**src/rtl/wb_port_arbiter.sv**
```systemverilog
// Register-file write-port arbiter: pipeline writeback has priority, long-latency
// results queue in a FIFO and drain into free slots. Optional macro: WB_HAZARD_EN.
module wb_port_arbiter #(
    parameter int unsigned DEPTH    = 4,
    parameter int unsigned MAX_WAIT = 8,
    parameter int unsigned XLEN     = 32
) (
    input  logic            clk,
    input  logic            rst_n,
    input  logic            reg_write_WB,
    input  logic [4:0]      rd_WB,
    input  logic [XLEN-1:0] write_data_WB,
    input  logic            ll_valid,
    output logic            ll_ready,
    input  logic [4:0]      ll_rd,
    input  logic [XLEN-1:0] ll_data,
`ifdef WB_HAZARD_EN
    input  logic [4:0]      rs1_D,
    input  logic [4:0]      rs2_D,
    output logic            ll_hazard_D,
`endif
    output logic            stall_WB,
    output logic            rf_we,
    output logic [4:0]      rf_rd,
    output logic [XLEN-1:0] rf_wdata,
    output logic            ll_pending
);

    localparam int unsigned PW = (DEPTH > 1) ? $clog2(DEPTH) : 1;
    localparam int unsigned CW = PW + 1;
    localparam int unsigned AW = $clog2(MAX_WAIT + 1);

    logic [4:0]      fifo_rd_q   [DEPTH];
    logic [4:0]      fifo_rd_d   [DEPTH];
    logic [XLEN-1:0] fifo_data_q [DEPTH];
    logic [XLEN-1:0] fifo_data_d [DEPTH];
    logic [PW-1:0]   wr_ptr_q, wr_ptr_d;
    logic [PW-1:0]   rd_ptr_q, rd_ptr_d;
    logic [CW-1:0]   count_q, count_d;
    logic [AW-1:0]   age_q, age_d;
    logic            rf_we_q, rf_we_d;
    logic [4:0]      rf_rd_q, rf_rd_d;
    logic [XLEN-1:0] rf_wdata_q, rf_wdata_d;

    logic wb_req;
    logic push;
    logic pop;
    logic force_drain;

    always_comb begin
        wb_req      = reg_write_WB && (rd_WB != '0);
        ll_ready    = (count_q < CW'(DEPTH));
        ll_pending  = (count_q != '0);
        push        = ll_valid && ll_ready && (ll_rd != '0);
        force_drain = (age_q == AW'(MAX_WAIT)) && ll_pending && wb_req;
        pop         = force_drain || (!wb_req && ll_pending);
        stall_WB    = force_drain;
        rf_we       = rf_we_q;
        rf_rd       = rf_rd_q;
        rf_wdata    = rf_wdata_q;
    end

    always_comb begin
        fifo_rd_d   = fifo_rd_q;
        fifo_data_d = fifo_data_q;
        if (push) begin
            fifo_rd_d[wr_ptr_q]   = ll_rd;
            fifo_data_d[wr_ptr_q] = ll_data;
        end
        wr_ptr_d = wr_ptr_q + PW'(push);
        rd_ptr_d = rd_ptr_q + PW'(pop);
        count_d  = count_q + CW'(push) - CW'(pop);

        // Age measures how long the current head has been passed over.
        if (pop || !ll_pending)
            age_d = '0;
        else if (age_q != AW'(MAX_WAIT))
            age_d = age_q + AW'(1);
        else
            age_d = age_q;

        rf_we_d    = pop || wb_req;
        rf_rd_d    = rf_rd_q;
        rf_wdata_d = rf_wdata_q;
        if (pop) begin
            rf_rd_d    = fifo_rd_q[rd_ptr_q];
            rf_wdata_d = fifo_data_q[rd_ptr_q];
        end else if (wb_req) begin
            rf_rd_d    = rd_WB;
            rf_wdata_d = write_data_WB;
        end
    end

    always_ff @(posedge clk or negedge rst_n) begin
        if (!rst_n) begin
            for (int unsigned i = 0; i < DEPTH; i++) begin
                fifo_rd_q[i]   <= '0;
                fifo_data_q[i] <= '0;
            end
            wr_ptr_q   <= '0;
            rd_ptr_q   <= '0;
            count_q    <= '0;
            age_q      <= '0;
            rf_we_q    <= 1'b0;
            rf_rd_q    <= '0;
            rf_wdata_q <= '0;
        end else begin
            fifo_rd_q   <= fifo_rd_d;
            fifo_data_q <= fifo_data_d;
            wr_ptr_q    <= wr_ptr_d;
            rd_ptr_q    <= rd_ptr_d;
            count_q     <= count_d;
            age_q       <= age_d;
            rf_we_q     <= rf_we_d;
            rf_rd_q     <= rf_rd_d;
            rf_wdata_q  <= rf_wdata_d;
        end
    end

`ifdef WB_HAZARD_EN
    logic [PW-1:0] hz_idx;

    // Match decode sources against live FIFO slots and the transfer entering now.
    always_comb begin
        ll_hazard_D = 1'b0;
        hz_idx      = '0;
        for (int unsigned i = 0; i < DEPTH; i++) begin
            hz_idx = rd_ptr_q + PW'(i);
            if (CW'(i) < count_q) begin
                if ((rs1_D != '0) && (rs1_D == fifo_rd_q[hz_idx]))
                    ll_hazard_D = 1'b1;
                if ((rs2_D != '0) && (rs2_D == fifo_rd_q[hz_idx]))
                    ll_hazard_D = 1'b1;
            end
        end
        if (push) begin
            if ((rs1_D != '0) && (rs1_D == ll_rd))
                ll_hazard_D = 1'b1;
            if ((rs2_D != '0) && (rs2_D == ll_rd))
                ll_hazard_D = 1'b1;
        end
    end
`endif

endmodule

```
**config.mk**
```make
export PLATFORM = sky130hd
export DESIGN_NAME = wb_port_arbiter
export DESIGN_NICKNAME = d
export VERILOG_FILES = /design/src/rtl/wb_port_arbiter.sv
export SDC_FILE = /design/constraint.sdc
export NUM_CORES = 1
export LEC_CHECK = 0
export CAP_MARGIN = 15
export CORE_MARGIN = 3
export CORE_UTILIZATION = 35
export DETAILED_ROUTE_END_ITERATION = 7
export SETUP_SLACK_MARGIN = 0.1
export SLEW_MARGIN = 20
export SYNTH_ARGS = -nofsm -noshare
export SYNTH_HDL_FRONTEND = slang
export SYNTH_SLANG_ARGS = --single-unit
```
**constraint.sdc**
```tcl
create_clock -name clk -period 3.7 [get_ports clk]
set_input_delay 0.37 -clock clk [delete_from_list [all_inputs] [get_ports clk]]
set_output_delay 0.37 -clock clk [all_outputs]
set_load 0.005 [all_outputs]
```
Yosys cells after proc, flatten, opt, wreduce, memory -nomap -nowiden
Cells that the tools add are included.
{ "op_classes": {"reduce_logical": 17, "add_sub_neg": 5, "muxes": 18, "bitwise": 2, "magnitude_cmp": 4, "eq_ne": 2} }
{ "op_table": {"columns": ["operator", "n"], "rows": [
  ["$mux 32", 5],
  ["$bwmux 128", 1],
  ["$bmux 32 s2", 1],
  ["$demux 32 s2", 1],
  ["$mux 5", 5],
  ["$bwmux 20", 1],
  ["$bmux 5 s2", 1],
  ["$demux 5 s2", 1],
  ["$reduce_bool 5->1", 2],
  ["$mux 4", 2],
  ["$logic_and 1x1->1", 7],
  ["$ge 3x3->1 const B", 2],
  ["$not 2->3", 2],
  ["$add 2x1->2", 2],
  ["$add 4x1->4 const B", 1],
  ["$eq 4x4->1 const B", 1],
  ["$ne 4x4->1 const B", 1],
  ["$reduce_bool 2->1", 2],
  ["$add 3x1->3", 1],
  ["$logic_or 1x1->1", 3],
  ["$lt 3x1->1 const B", 1],
  ["$lt 3x3->1 const B", 1],
  ["$reduce_bool 3->1", 1],
  ["$sub 3x1->3", 1],
  ["$logic_not 1->1", 2]
]} }
{ "totals": {"word_cells": 63, "input_bits": 78, "output_inout_bits": 41, "reg_bits": 197} }

Logic depth before layout (Yosys ltp)
Gate-level depths: netlist of run 1.
{ "depth": {"word_depth": 7, "ltp_mapped": 11, "depth_no_buf": 11} }

Worst setup path before layout of run 1
Ideal clock, no wire load.
{ "synth_timing": {"path_type": "in2reg", "start": "in rd_WB[0]", "end": "reg count_q[2]", "path_slack_ns": 1.162, "required_time_ns": 3.576, "path_buffers": 0, "arrival_time_ns": 2.414, "stages": 10, "path_cell_list": "or4_1 -> o21ai_1 -> o21ai_1 -> inv_1 -> ha_1 -> inv_1 -> ha_1 -> fa_1 -> xnor2_1 -> xnor2_1"} }
{ "synth_between": {"elab_chain_cells": 6, "word_cells_on_any_way": 7} }
{ "synth_rtl": {"columns": ["item", "line", "rtl"], "rows": [
  ["start: declaration", "11", "input logic [4:0] rd_WB,"],
  ["$reduce_bool 5->1 *", "51", "wb_req = reg_write_WB && (rd_WB != '0);"],
  ["$logic_and 1x1->1 *", "51", null],
  ["$logic_not 1->1", "56", "pop = force_drain || (!wb_req && ll_pending);"],
  ["$logic_and 1x1->1", "56", null],
  ["$logic_or 1x1->1 *", "56", null],
  ["$sub 3x1->3 *", "72", "count_d = count_q + CW'(push) - CW'(pop);"],
  ["named net count_d[2]", "39", "logic [CW-1:0] count_q, count_d;"],
  ["end signal: assignment", "112", "count_q <= count_d;"],
  ["end: declaration", "39", null]
]} }
Mark *: on every way through the listed nets, which the timed path passes. The rest lies on a longest branch.
A chain may end at the register's enable or synchronous reset.

Worst setup path after layout of run 1
{ "layout_timing": {"start": "in rd_WB[2]", "end": "reg count_q[2]"} }
Same word-level chain as after synthesis.

==> impl_metrics.env, run 1 <==
export IMPL_grt_pass1_vias=5833
export IMPL_grt_total_usage_pct=15.3
export IMPL_worst_setup_path_type="input port to flip-flop"
export IMPL_layout_min_cycle_time_ps=2750
export IMPL_layout_drive_gt1_share_pct=33.2
export IMPL_die_width_um=164
export IMPL_synth_area_leaders="dfrtp_1 56%, mux2_2 15%, mux4_2 9.5%"
export IMPL_diodes=0
export IMPL_place_inst=991
export IMPL_cp_num_buf_inv=3
export IMPL_htreeDepth=4
export IMPL_grt_overflow=0
export IMPL_yosys_area_top_type="dfrtp_1"
export IMPL_worstPathRequired_ps=4060
export IMPL_peakVddDrop_mv=0.354
export IMPL_reg2reg_depth=10
export IMPL_max_freq_mhz=363
export IMPL_cts_root_buf="clkbuf_16"
export IMPL_end_kind="flip-flop"
export IMPL_postCtsSetupBuffers=0
export IMPL_ctsResizeCount=0
export IMPL_powerDensity_nw_per_um2=836
export IMPL_finalCritPeriodShare_pct=74.5
export IMPL_sw_frac_of_total_pct=29.4
export IMPL_ys_flop_type="dfrtp_1"
export IMPL_hpwlAfterDp_um=12700
export IMPL_clk_pin_slew_worst_paths_ps=80
export IMPL_yosysSeqAreaShare_pct=56.4
export IMPL_numPortBuffers=118
export IMPL_intPower_mw=6.37
export IMPL_crit_cells=11
export IMPL_first_iter_violations=276
export IMPL_wire_per_inst_um=19.1
export IMPL_synth_seq_cells=197
export IMPL_worstReg2RegEnd="count_q[2]$_DFF_PN0_"
export IMPL_start_kind="input port"
export IMPL_async_flop_share_pct=100
export IMPL_drt_first_pass_iters=4
export IMPL_critical_path_slowest_cell="or4_1"
export IMPL_vias=5111
export IMPL_drv_slew=0
export IMPL_routed_via_density=5.00
export IMPL_crit_path_max_incr_delay_ps=600
export IMPL_coreArea_um2=24500
export IMPL_power_frac_seq_pct=43.6
export IMPL_cp_arrival_ps=3120
export IMPL_fin_skew_ps=14.8
export IMPL_wl_um=19600
export IMPL_synth_edff_count=0
export IMPL_timing_rr_start="count_q[1]$_DFF_PN0_"
export IMPL_nFillCells=2181
export IMPL_finish_utilization_pct=44.1
export IMPL_cts_tree="yes"
export IMPL_rows=57
export IMPL_cap_violations=0
export IMPL_stdcell_count=1022
export IMPL_area_delta_synth_final_pct=23.5
export IMPL_max_slew_margin_rel_pct=38.5
export IMPL_clockBufferDepth=2
export IMPL_initial_core_util_pct=35.8
export IMPL_synthCells=573
export IMPL_final_area_um2=10800
export IMPL_syn_area_um2=8750
export IMPL_synth_avg_cell_area_um2=15.3
export IMPL_status="finished, final reports clean"
export IMPL_cts_num_sinks=197
export IMPL_critPathMaxFanout=6
export IMPL_finalSetupViolations=0
export IMPL_die_height_um=164
export IMPL_synth_warnings=0
export IMPL_route_detailed_drc=0
export IMPL_finalHoldViolations=0
export IMPL_setup_tns_ps=0
export IMPL_layout_nets=771
export IMPL_clk_latency_ps=430
export IMPL_r2r_slack_ps=1130
export IMPL_combPwrFrac_pct=36.6
export IMPL_worst_pin_slew_ps=922
export IMPL_cts_inserted_buffers=17
export IMPL_rsz0062_at_grt="false"
export IMPL_synth_top_cell_area_share_pct=56.4
export IMPL_ctsHoldBuffers=0
export IMPL_layout_common_cells="195 x dfrtp_1, 118 x mux2_2, 117 x clkdlybuf4s50_1"
export IMPL_grt_antenna_before_repair=1
export IMPL_gp_congestion=0.754
export IMPL_hold_path_class="input port to asynchronous set/reset pin"
export IMPL_ant_nets=0
export IMPL_placed_area_um2=10200
export IMPL_crit_chain="clkdlybuf4s50_1, or4_1, o21ai_1, o21ai_4, inv_1, ha_1, inv_1, ha_1, fa_1, xnor2_1, xnor2_1"
export IMPL_yosysUniqueCellTypes=33
export IMPL_grt_pass1_wl_um=31900
export IMPL_p_switching_mw=2.65
export IMPL_path_delay_family="adder cells"
export IMPL_boundaryPins=119
export IMPL_p_clk_share_pct=19.8
export IMPL_grt_max_degree=95
export IMPL_leakage_nw=4.60
export IMPL_syn_nets=658
export IMPL_final_common_cell="dfrtp_1"
export IMPL_die_area_um2=26900
-- how the worst max path moves through the flow --
stage | end | start | slack (ps)
2_1_floorplan | count_q[2]$_DFF_PN0_ | rd_WB[0] | 1160
3_3_place_gp | count_q[2]$_DFF_PN0_ | rd_WB[2] | 580
3_5_place_dp | count_q[2]$_DFF_PN0_ | rd_WB[2] | 470
4_1_cts | count_q[2]$_DFF_PN0_ | rd_WB[2] | 930
5_1_grt | count_q[2]$_DFF_PN0_ | rd_WB[2] | 800
6_report | count_q[2]$_DFF_PN0_ | rd_WB[2] | 950
-- per-stage QoR --
| stage | power [mW] | hold slack, ps | setup WS (ps) |
|---|---|---|---|
| final | 9.03 | 9.62 | 945 |
| after global routing | 9.66 | 41.9 | 801 |
| after CTS | 9.18 | 31.0 | 932 |
| after detailed placement | 7.35 | 480 | 473 |
| after global placement | 7.15 | 468 | 576 |
| after floorplan | 6.09 | 74.4 | 1160 |
-- sequential cells by signal (all words and copies together), names as in the netlist --
signal and count:
rf_we 1, rf_rd 5, count_q 3, fifo_data_q 128, rd_ptr_q 2, wr_ptr_q 2
age_q 4, fifo_rd_q 20, rf_wdata 32
-- layout make-up --
class,count,area [um^2],area share [%]
Sequential cell,197,4930,45.7
Multi-Input combinational cell,299,3440,31.9
Timing Repair Buffer,127,1290,11.9
Clock buffer,19,433,4.01
Tap cell,324,405,3.75
Inverter,44,165,1.53
Clock inverter,12,130,1.20
-- power by group through the flow --
stage / clock network [mW] / logic [mW] / registers [mW]
floorplan: 0 / 2.43 / 3.66
finish: 1.78 / 3.31 / 3.94
global placement: 0 / 3.27 / 3.88
CTS: 1.84 / 3.38 / 3.96
detailed placement: 0 / 3.36 / 3.99
global route: 1.93 / 3.63 / 4.10
-- logic make-up after synthesis --
| kind of cell | share of synthesized area [%] |
|---|---|
| AOI/OAI and AO/OA | 5.79 |
| xor gates and xnor gates | 0.601 |
| adders and majority gates | 1.09 |
| buffers and inverters | 4.53 |
| DFF | 56.4 |
| muxes | 29.9 |
| and+or+nand+nor | 1.76 |
-- Yosys cell counts, types with 4 or more instances --
| cell | count |
|---|---|
| ha_1 | 6 |
| buf_2 | 10 |
| o21ai_0 | 28 |
| mux2_4 | 30 |
| buf_4 | 8 |
| mux4_2 | 37 |
| and3_1 | 4 |
| buf_12 | 4 |
| nor2_1 | 4 |
| o21ai_1 | 8 |
| xnor2_1 | 4 |
| a22oi_1 | 32 |
| clkbuf_1 | 10 |
| inv_1 | 44 |
| mux2_2 | 118 |
| a221o_1 | 4 |
| dfrtp_1 | 197 |
-- per-layer routing --
layer | GRT usage (%) | share of wire [%]
met4 | 4.04 | 1.1
met1 | 20.1 | 44
met2 | 25.6 | 50
met5 | 0 | 0.066
met3 | 3.76 | 5.2
Note: power is estimated with default switching activity, not from simulation.
==> run 2, diff against run 1 <==
clock period = 2.3 ns   (was 3.7 ns; I/O delays follow)
==> run 2 against run 1 <==
- setup slack lost 880 ps
- utilization increased by 2.0 points
- power up 68%
- global-route usage increased by 0.36 points
- non-clock buffer count is 33 higher
- clock power up 74%
- highest routed layer unchanged
- die area unchanged
- sequential share of layout area decreased by 2.0 points
- largest cell class unchanged
- via count grew 3.2%
- critical path type is now flip-flop to flip-flop
- combinational power grew 75%
- largest power group unchanged
- sequential power up 58%
- cell count up 3.3%
==> impl_metrics.env, run 2 (synthesis results as in run 1) <==
export IMPL_die_height_um=164
export IMPL_timing_rr_start="age_q[1]$_DFFE_PN0P_"
export IMPL_max_slew_margin_rel_pct=60.1
export IMPL_grt_pass1_vias=5971
export IMPL_worst_pin_slew_ps=598
export IMPL_r2r_slack_ps=60
export IMPL_max_freq_mhz=447
export IMPL_cp_arrival_ps=2550
export IMPL_final_common_cell="dfrtp_1"
export IMPL_route_detailed_drc=0
export IMPL_grt_total_usage_pct=15.7
export IMPL_grt_antenna_before_repair=1
export IMPL_hp_start="rd_WB[3]"
export IMPL_grt_overflow=0
export IMPL_area_delta_synth_final_pct=29.1
export IMPL_worstPathRequired_ps=2610
export IMPL_layout_setup_ws_ps=65.0
export IMPL_clk_latency_ps=430
export IMPL_met1Wirelength_um=8940
export IMPL_top_layer_used="met5"
export IMPL_hold_path_depth=3
export IMPL_wl_um=20200
export IMPL_layout_common_cells="195 x dfrtp_1, 118 x mux2_2, 114 x clkdlybuf4s50_1"
export IMPL_die_area_um2=26900
export IMPL_worst_setup_path_type="flip-flop to flip-flop"
export IMPL_worstReg2RegEnd="count_q[2]$_DFF_PN0_"
export IMPL_finalHoldViolations=0
export IMPL_nFillCells=2124
export IMPL_dp_slack_ps=-379
export IMPL_hold_path_class="input port to flip-flop"
export IMPL_wl_met3_um=899
export IMPL_clockBufferDepth=2
export IMPL_cts_inserted_buffers=17
export IMPL_drv_slew=0
export IMPL_end_kind="flip-flop"
export IMPL_hpwlAfterDp_um=13900
export IMPL_reg2reg_depth=11
export IMPL_placed_area_um2=10600
export IMPL_boundaryPins=119
export IMPL_diodes=0
export IMPL_initial_core_util_pct=35.8
export IMPL_vias=5276
export IMPL_cts_num_sinks=197
export IMPL_rsz0062_at_grt="true"
export IMPL_cap_violations=0
export IMPL_critPathMaxFanout=3
export IMPL_powerDensity_nw_per_um2=1340
export IMPL_leakage_nw=4.86
export IMPL_peakVddDrop_mv=0.508
export IMPL_layout_nets=804
export IMPL_wire_per_inst_um=19.1
export IMPL_rows=57
export IMPL_drt_first_pass_iters=4
export IMPL_status="finished, final reports clean"
export IMPL_largest_register="fifo_data_q"
export IMPL_routed_via_density=5.00
export IMPL_numPortBuffers=118
export IMPL_die_width_um=164
export IMPL_largest_reg_flops=128
export IMPL_gp_congestion=0.713
export IMPL_htreeDepth=4
export IMPL_coreArea_um2=24500
export IMPL_first_iter_violations=161
export IMPL_cts_tree="yes"
export IMPL_grt_pass1_wl_um=32700
export IMPL_grt_max_degree=70
export IMPL_finalSetupViolations=0
export IMPL_layout_min_cycle_time_ps=2240
export IMPL_clk_pin_slew_worst_paths_ps=70
export IMPL_ant_nets=0
export IMPL_start_kind="flip-flop"
export IMPL_fin_skew_ps=11.3
export IMPL_final_area_um2=11300
export IMPL_hold_end="rf_rd[3]$_DFFE_PN0P_"
export IMPL_met2_length_um=10200
export IMPL_layout_drive_gt1_share_pct=38.1
export IMPL_finalCritPeriodShare_pct=97.2
export IMPL_cts_root_buf="clkbuf_16"
==> run 2: power breakdown <==
group          total (mW)  switching, mW  internal (mW)
Combinational        5.80           2.09           3.71
Clock                3.10           1.40           1.70
Sequential           6.23           1.03           5.20
==> run 2: timing repair <==
item,4_1_cts,5_1_grt
hold endpoints to repair,65,0
resized for setup,9,3
hold buffers,1,0
pin swaps,5,7
setup endpoints to repair,2,2
setup buffers,3,1
==> run 2: worst max-delay path: stages, from the launching register on <==
cell     delay (ps)
dfrtp_1         360
inv_1            50
ha_2            190
and3b_2         230
o21ai_4         170
inv_2            70
ha_4            270
inv_4            30
ha_4            140
fa_2            340
xnor2_2         140
xnor2_1         140
==> run 2: area by class of cell <==
type | count | area [um^2] | area share, %
Tap cell | 324 | 405 | 3.59
Sequential cell | 197 | 4930 | 43.7
Inverter | 44 | 168 | 1.48
Clock inverter | 13 | 159 | 1.41
Timing Repair Buffer | 160 | 1680 | 14.9
Clock buffer | 19 | 453 | 4.01
Multi-Input combinational cell | 299 | 3500 | 31.0
==> run 2: worst max path at each step <==
stage                               startpoint                    to  depth (start not counted)
final                     age_q[1]$_DFFE_PN0P_  count_q[2]$_DFF_PN0_                         11
after global routing      age_q[1]$_DFFE_PN0P_  count_q[2]$_DFF_PN0_                         11
after CTS                 age_q[0]$_DFFE_PN0P_  count_q[2]$_DFF_PN0_                         11
after detailed placement              rd_WB[0]  count_q[2]$_DFF_PN0_                         11
after global placement                rd_WB[0]  count_q[2]$_DFF_PN0_                         11
after floorplan           age_q[0]$_DFFE_PN0P_  count_q[2]$_DFF_PN0_                         11
==> run 2: layer usage <==
metal,vias up,global-route usage [%]
met1,2763,20.5
met3,14,3.88
met4,2,3.34
met2,108,26.7
li1,2389,-
met5,-,0
==> run 2: through the flow <==
stage                     util (%)  TNS [ps]  power [mW]  std cells  hold WS [ps]
final                         46.2         0        15.1       1056           323
after CTS                     46.1         0        15.3       1055           293
after detailed placement      43.3    -12180        12.1       1019           292
after global routing          46.2     -29.0        16.1       1056           298
after global placement        43.3     -9040        11.8       1019           282
after floorplan                  -         0        9.81        573         -65.6
==> run 3, diff against run 2 <==
CAP_MARGIN = 30   (was 15)
==> results of run 3 <==
Same layout as run 2: the final DEF is identical, and so are final timing and power.
